$ cat config.mk
export PLATFORM = sky130hd
export DESIGN_NAME = rng_e_gen
export DESIGN_NICKNAME = d
export VERILOG_FILES = /design/src/rtl/rsa_pkg.sv /design/src/rtl/rng_lfsr.sv /design/src/rtl/rng_e_gen.sv
export SDC_FILE = /design/constraint.sdc
export NUM_CORES = 1
export LEC_CHECK = 0
export CORE_ASPECT_RATIO = 0.8
export CORE_UTILIZATION = 42
export CTS_CLUSTER_SIZE = 40
export DETAILED_ROUTE_END_ITERATION = 8
export PLACE_DENSITY = 0.63
export SLEW_MARGIN = 20
export SYNTH_ARGS = -nofsm -noshare
export SYNTH_HDL_FRONTEND = slang
export SYNTH_SLANG_ARGS = --single-unit
$ cat constraint.sdc
create_clock -name clk -period 4.5 [get_ports clk]
set_input_delay 0.45 -clock clk [delete_from_list [all_inputs] [get_ports clk]]
set_output_delay 0.45 -clock clk [all_outputs]
set_load 0.02 [all_outputs]
$ cat src/rtl/rsa_pkg.sv
// rtl/rsa_pkg.sv - shared constants and helpers for RSA key-generation blocks
package rsa_pkg;

    localparam logic [2:0] ST_IDLE    = 3'd0;
    localparam logic [2:0] ST_DRAW    = 3'd1;
    localparam logic [2:0] ST_QUALIFY = 3'd2;
    localparam logic [2:0] ST_ISSUE   = 3'd3;
    localparam logic [2:0] ST_WAIT    = 3'd4;
    localparam logic [2:0] ST_DONE    = 3'd5;
    localparam logic [2:0] ST_FAIL    = 3'd6;

    localparam logic [31:0] LFSR_TAPS = 32'h8020_0003;
    localparam logic [31:0] E_F4      = 32'd65537;
    localparam logic [31:0] E_MIN     = 32'd3;

    // All ones from bit 0 up to and including the MSB of v.
    function automatic logic [31:0] msb_mask(input logic [31:0] v);
        logic [31:0] m;
        m = v;
        m = m | (m >> 1);
        m = m | (m >> 2);
        m = m | (m >> 4);
        m = m | (m >> 8);
        m = m | (m >> 16);
        return m;
    endfunction

endpackage

$ cat src/rtl/rng_lfsr.sv
// rtl/rng_lfsr.sv - free-running 32-bit Galois LFSR, steps every cycle after reset
module rng_lfsr
    import rsa_pkg::*;
#(
    parameter logic [31:0] SEED = 32'hACE1_2024
) (
    input  logic        clk,
    input  logic        rst_n,
    output logic [31:0] state
);

    // An all-zero state would lock the register, so a zero seed becomes 1.
    localparam logic [31:0] SEED_NZ = (SEED == 32'd0) ? 32'd1 : SEED;

    logic [31:0] lfsr_q;
    logic [31:0] lfsr_d;

    always_comb begin
        lfsr_d = lfsr_q >> 1;
        if (lfsr_q[0]) begin
            lfsr_d = (lfsr_q >> 1) ^ LFSR_TAPS;
        end
    end

    always_ff @(posedge clk or negedge rst_n) begin
        if (!rst_n) begin
            lfsr_q <= SEED_NZ;
        end else begin
            lfsr_q <= lfsr_d;
        end
    end

    assign state = lfsr_q;

endmodule

$ cat src/rtl/rng_e_gen.sv
// rtl/rng_e_gen.sv - RSA public-exponent candidate source; RNG_E_F4_FIRST_EN offers 65537 first
module rng_e_gen
    import rsa_pkg::*;
#(
    parameter int unsigned MAX_TRIES = 64,
    parameter logic [31:0] SEED      = 32'hACE1_2024
) (
    input  logic        clk,
    input  logic        rst_n,
    input  logic        gen,
    input  logic [31:0] phi,
    input  logic        should_redo,
    input  logic        valid,
    output logic [31:0] rng_e,
    output logic        start,
    output logic        busy,
    output logic        key_ok,
    output logic        fail,
    output logic [7:0]  attempts
);

    localparam logic [7:0] MAX_T = 8'(MAX_TRIES);

    logic [2:0]  state_q,    state_d;
    logic [31:0] phi_q,      phi_d;
    logic [31:0] cand_q,     cand_d;
    logic [31:0] rng_e_q,    rng_e_d;
    logic        start_q,    start_d;
    logic [7:0]  attempts_q, attempts_d;

    logic [31:0] lfsr;
    logic [31:0] mask;
    logic        idle_like;

    rng_lfsr #(.SEED(SEED)) u_lfsr (
        .clk   (clk),
        .rst_n (rst_n),
        .state (lfsr)
    );

    assign mask      = msb_mask(phi_q);
    assign idle_like = (state_q == ST_IDLE) || (state_q == ST_DONE) || (state_q == ST_FAIL);

    // rng_e, start and attempts load on entry to ISSUE so the start pulse
    // coincides with the ISSUE cycle and rng_e is valid alongside it.
    always_comb begin
        state_d    = state_q;
        phi_d      = phi_q;
        cand_d     = cand_q;
        rng_e_d    = rng_e_q;
        start_d    = 1'b0;
        attempts_d = attempts_q;

        case (state_q)
            ST_IDLE, ST_DONE, ST_FAIL: begin
                if (gen) begin
                    phi_d      = phi;
                    attempts_d = 8'd0;
                    if (phi < 32'd4) begin
                        state_d = ST_FAIL;
                    end else begin
`ifdef RNG_E_F4_FIRST_EN
                        if (E_F4 < phi) begin
                            state_d    = ST_ISSUE;
                            rng_e_d    = E_F4;
                            start_d    = 1'b1;
                            attempts_d = 8'd1;
                        end else begin
                            state_d = ST_DRAW;
                        end
`else
                        state_d = ST_DRAW;
`endif
                    end
                end
            end
            ST_DRAW: begin
                cand_d  = (lfsr & mask) | 32'd1;
                state_d = ST_QUALIFY;
            end
            ST_QUALIFY: begin
                if ((cand_q >= E_MIN) && (cand_q < phi_q)) begin
                    state_d    = ST_ISSUE;
                    rng_e_d    = cand_q;
                    start_d    = 1'b1;
                    attempts_d = attempts_q + 8'd1;
                end else begin
                    state_d = ST_DRAW;
                end
            end
            ST_ISSUE: begin
                state_d = ST_WAIT;
            end
            ST_WAIT: begin
                if (valid) begin
                    state_d = ST_DONE;
                end else if (should_redo) begin
                    state_d = (attempts_q == MAX_T) ? ST_FAIL : ST_DRAW;
                end
            end
            default: begin
                state_d = ST_IDLE;
            end
        endcase
    end

    always_ff @(posedge clk or negedge rst_n) begin
        if (!rst_n) begin
            state_q    <= ST_IDLE;
            phi_q      <= 32'd0;
            cand_q     <= 32'd0;
            rng_e_q    <= 32'd0;
            start_q    <= 1'b0;
            attempts_q <= 8'd0;
        end else begin
            state_q    <= state_d;
            phi_q      <= phi_d;
            cand_q     <= cand_d;
            rng_e_q    <= rng_e_d;
            start_q    <= start_d;
            attempts_q <= attempts_d;
        end
    end

    assign rng_e    = rng_e_q;
    assign start    = start_q;
    assign attempts = attempts_q;
    assign busy     = !idle_like;
    assign key_ok   = (state_q == ST_DONE);
    assign fail     = (state_q == ST_FAIL);

endmodule

==> flow_summary.rst <==
.. list-table::
   :header-rows: 1

   * - Metric
     - Value
   * - Status
     - finished with violations
   * - Failing checks
     - DRC
   * - Max Fanout on Critical Path
     - 20
   * - Internal Pwr Total
     - 2.63 mW
   * - Final Util
     - 54.5%
   * - Die area
     - about 0.015 mm2
   * - Min cycle time layout
     - 3220 ps
   * - Maximum level of the CTS H-tree
     - 4
   * - Post-CTS Setup Repair Bufs
     - 0
   * - Standard-cell rows
     - 39
   * - Master of the slowest instance on the critical path
     - sky130_fd_sc_hd__a21oi_4
   * - First-pass GRT wire length
     - 25400 um
   * - Proportion of layout cells with a drive suffix above 1
     - around 14%
   * - Largest net degree at the start of global routing
     - approximately 110
   * - DRT Pass-1 Iters
     - 7
   * - TritonCTS Buffers
     - 17
   * - Switching power share of the total
     - 36.4%
   * - Critical path start-end classification
     - register to register
   * - Final period util
     - about 72%
   * - Parity-gate share of the synthesized area counting xor and xnor cells
     - 0.698%
   * - Setup crit start
     - phi_q[11]$_DFFE_PN0P_
   * - Part of the power in registers
     - 39.6%
   * - TritonCTS clock tree
     - yes
   * - Share of synthesized area spent on multiplexers
     - under 10%
   * - Starting Density
     - between 40% and 50%
   * - GR Overflow Total
     - 0
   * - Post-synthesis share of cell area spent on and, or, nand and nor gates
     - 14.9%
   * - Kind of end point of the critical path
     - register
   * - Final WL
     - 15400 um
   * - EDFF count, synth
     - 0
   * - Routed via count divided by cell count
     - 5.40
   * - Compound-gate portion of the synthesized area
     - a little over a tenth
   * - Cell mode on critical path
     - sky130_fd_sc_hd__o21ai_0
   * - Avg Synthesized Cell Area
     - 10.8 um2
   * - Required time of the critical path
     - 4800 ps
   * - Normalized max-slew margin
     - 34.6%
   * - Proportion of synthesized chip area in sequential cells
     - between 50% and 60%
   * - Net Switching
     - around 1.5 mW
   * - Unrepaired setup endpoints after global routing
     - no
   * - Maximum ir drop on the vdd rail
     - 0.286 mV
   * - Yosys Warn Count
     - 0
   * - Combinational share of power
     - 28.2%
   * - Antenna violations before repair
     - 0
   * - Antenna-violating nets left
     - 0
   * - Nature of the critical path startpoint
     - register
   * - Buffers on Ports
     - 80
   * - Top cell type's share of synthesized area
     - 51.4%
   * - Predominant post-synthesis flop cell
     - sky130_fd_sc_hd__dfrtp_1
   * - Vias in the first global route
     - approximately 4700
   * - Count of routing violations after the opening detailed-route iteration
     - ~450
   * - Core ar.
     - ~0.014 mm2
   * - Chip height
     - roughly 110 um
   * - Clock latency reported for the late side of the worst-skew pair
     - 420 ps
   * - Post-synthesis net count
     - about 650
   * - Total setup violations reported at the end of the flow
     - 0
   * - Leading area contributor after synthesis
     - sky130_fd_sc_hd__dfrtp_1
   * - Gr usage total
     - about a fifth
   * - Final setup skew
     - about 11 ps
   * - Arrival time at the worst endpoint
     - 3520 ps
   * - Launch point of the worst reg-to-reg path
     - phi_q[11]$_DFFE_PN0P_
   * - Dominant combinational cell family by area after synthesis
     - simple AND/OR/NAND/NOR gates
   * - Post-synthesis async set-or-reset flop share
     - 100%
   * - Power Dens Cells
     - around 530 mW/mm2
   * - Routed via count
     - 4661
   * - Wirelength per Cell
     - 17.9 um
   * - NumNets Final
     - 736
   * - Synth cell types
     - between 50 and 60
   * - Class of the worst hold path
     - primary input to asynchronous set/reset pin
   * - Post-CTS sizing
     - 0
   * - Number of max-cap violations
     - 0
   * - P&R area growth vs syn
     - 25.3%
   * - Leading cell types by total area after synthesis
     - sky130_fd_sc_hd__dfrtp_1 51%, sky130_fd_sc_hd__ha_1 6.6%, sky130_fd_sc_hd__mux2_2 6.5%
   * - Cells traversed along the worst timing path
     - inv_1 -> ha_1 -> a21oi_1 -> o21ai_0 -> a221oi_1 -> o21ai_0 -> a21oi_4 -> buf_12 -> mux2_2
   * - Slew @ Worst Pin
     - 980 ps
   * - Total Neg Setup Slack
     - 0 ps
   * - Die X-Extent
     - ~140 um
   * - Clock-pin slew on the worst setup and hold paths
     - 70 ps
   * - Biggest cell delay along the critical path
     - 650 ps
   * - Total count of hold-check failures in the final report
     - 0
   * - Achievable Freq
     - about 310 MHz
   * - Cts-stage hold buffer count
     - 0
   * - R2R setup slack
     - 1280 ps
   * - Detailed placement HPWL
     - 10700 um
   * - Number of antenna repair diodes
     - 0
   * - Clock tree sinks
     - 140
   * - Reported leakage power
     - 3.63 nW
   * - Weighted congestion reported at the end of routability-driven placement
     - between 0.8 and 0.9
   * - Count of pins over their slew limit
     - 0
   * - CTS root buffer
     - sky130_fd_sc_hd__clkbuf_16
   * - Syn Inst Count
     - 582
   * - Drc violations
     - 6
   * - Worst Setup EP
     - rng_e[20]$_DFFE_PN0P_
   * - Buffer depth of the longest clock path
     - 2
   * - Worst Reg-to-Reg Cells
     - 9
   * - Reg2reg end
     - rng_e[20]$_DFFE_PN0P_
   * - IO Count
     - 81
   * - Number of storage elements in the synthesis netlist
     - 140
   * - Mapped cell area
     - about 0.0063 mm2
   * - Overall Power
     - 4.14 mW
   * - Part of the total power dissipated in the clock network
     - 32.2%
   * - Adder and majority cell fraction of the synthesized area
     - approximately 6.7%
-- synth_stat cells, types with 2 or more instances --
master,count
sky130_fd_sc_hd__clkbuf_1,16
sky130_fd_sc_hd__a211oi_1,2
sky130_fd_sc_hd__o211ai_1,2
sky130_fd_sc_hd__buf_2,4
sky130_fd_sc_hd__nand2b_1,2
sky130_fd_sc_hd__nor4_1,16
sky130_fd_sc_hd__nor2_1,19
sky130_fd_sc_hd__and3_1,4
sky130_fd_sc_hd__a221o_1,3
sky130_fd_sc_hd__and2_1,2
sky130_fd_sc_hd__mux2_2,36
sky130_fd_sc_hd__nor3_1,8
sky130_fd_sc_hd__o311ai_0,3
sky130_fd_sc_hd__mux2i_1,3
sky130_fd_sc_hd__inv_1,41
sky130_fd_sc_hd__o21ai_0,64
sky130_fd_sc_hd__a21o_1,4
sky130_fd_sc_hd__nor2b_1,4
sky130_fd_sc_hd__nand3_1,21
sky130_fd_sc_hd__a21oi_1,23
sky130_fd_sc_hd__nand4_1,7
sky130_fd_sc_hd__ha_1,33
sky130_fd_sc_hd__dfrtp_1,129
sky130_fd_sc_hd__nand2_1,86
sky130_fd_sc_hd__or3_1,4
sky130_fd_sc_hd__nor4_4,2
sky130_fd_sc_hd__or3_4,2
sky130_fd_sc_hd__a211o_1,2
sky130_fd_sc_hd__and4_1,3
sky130_fd_sc_hd__xor2_1,4
sky130_fd_sc_hd__dfstp_2,11
-- worst max-delay path: cells and delay by family (launching register included) --
kind,cells,cell delay [ps]
adder cells (fa/ha/maj),1,310
AO/OA/AOI/OAI,5,1720
multiplexers,1,350
buffers and inverters,2,340
flip-flops,1,360
-- placed cells by master, fill, tap and decap left out, types with 11 or more instances in the layout --
cell / instances
sky130_fd_sc_hd__nor4_1: 16
sky130_fd_sc_hd__a21oi_1: 22
sky130_fd_sc_hd__dfrtp_1: 129
sky130_fd_sc_hd__nor2_1: 19
sky130_fd_sc_hd__clkbuf_16: 17
sky130_fd_sc_hd__nand2_1: 86
sky130_fd_sc_hd__dfstp_2: 11
sky130_fd_sc_hd__inv_1: 41
sky130_fd_sc_hd__ha_1: 33
sky130_fd_sc_hd__nand3_1: 21
sky130_fd_sc_hd__o21ai_0: 64
sky130_fd_sc_hd__mux2_2: 36
sky130_fd_sc_hd__clkdlybuf4s50_1: 79
-- per-stage QoR --
| stage | area [um2] | hold slack, ps | cells | worst slack, ps |
|---|---|---|---|---|
| final | 7870 | 134 | 863 | 1280 |
| after global routing | 7870 | 227 | 863 | 1040 |
| after CTS | 7870 | 190 | 863 | 1240 |
| after detailed placement | 7300 | 357 | 831 | 1280 |
| after global placement | 7300 | 355 | 831 | 1300 |
| after floorplan | 6280 | 154 | 582 | 1910 |
-- power by group through the flow --
| stage | combinational, mW | clock [mW] | sequential (mW) |
|---|---|---|---|
| 5_1_grt | 1.32 | 1.42 | 1.66 |
| 4_1_cts | 1.17 | 1.36 | 1.64 |
| 6_report | 1.17 | 1.33 | 1.64 |
| 3_3_place_gp | 1.13 | 0 | 1.65 |
| 2_1_floorplan | 0.780 | 0 | 1.61 |
| 3_5_place_dp | 1.16 | 0 | 1.65 |
-- worst min-delay path by stage --
stage,end,slack (ps)
5_1_grt,cand_q[15]$_DFFE_PN0P_,230
3_3_place_gp,u_lfsr.state[29]$_DFF_PN1_,350
3_5_place_dp,u_lfsr.state[26]$_DFF_PN1_,360
4_1_cts,cand_q[14]$_DFFE_PN0P_,190
6_report,cand_q[14]$_DFFE_PN0P_,130
2_1_floorplan,attempts[0]$_DFFE_PN0P_,150
-- metal layers --
| metal | up-vias | routed length [um] | track usage, % |
|---|---|---|---|
| met5 | - | 0 | 0 |
| met4 | 0 | 170 | 6.22 |
| met3 | 20 | 828 | 4.43 |
| met2 | 143 | 6570 | 31.0 |
| met1 | 2279 | 7830 | 32.3 |
| li1 | 2219 | - | - |
-- flip-flops by register name, summed over array words and instances (netlist names) --
| register | count |
|---|---|
| attempts | 8 |
| cand_q | 32 |
| phi_q | 32 |
| rng_e | 32 |
| start | 1 |
| state_q | 3 |
| u_lfsr.state | 32 |
-- final cells by class --
class / count / area (um2)
Multi-Input combinational cell: 381 / 2550
Fill cell: 1231 / 6580
Clock inverter: 14 / 124
Sequential cell: 140 / 3520
Tap cell: 184 / 230
Timing Repair Buffer: 85 / 852
Inverter: 41 / 154
Clock buffer: 18 / 439
-- cells by family (layout without fill, tap and decap cells) --
family / count (synthesis) / after routing
AOI/OAI and AO/OA: 116 / 116
xor gates and xnor gates: 5 / 5
adders and majority gates: 34 / 34
buffers and inverters: 61 / 158
DFF: 140 / 140
muxes: 39 / 39
and+or+nand+nor: 187 / 187
Note: power is estimated with default switching activity, not from simulation.
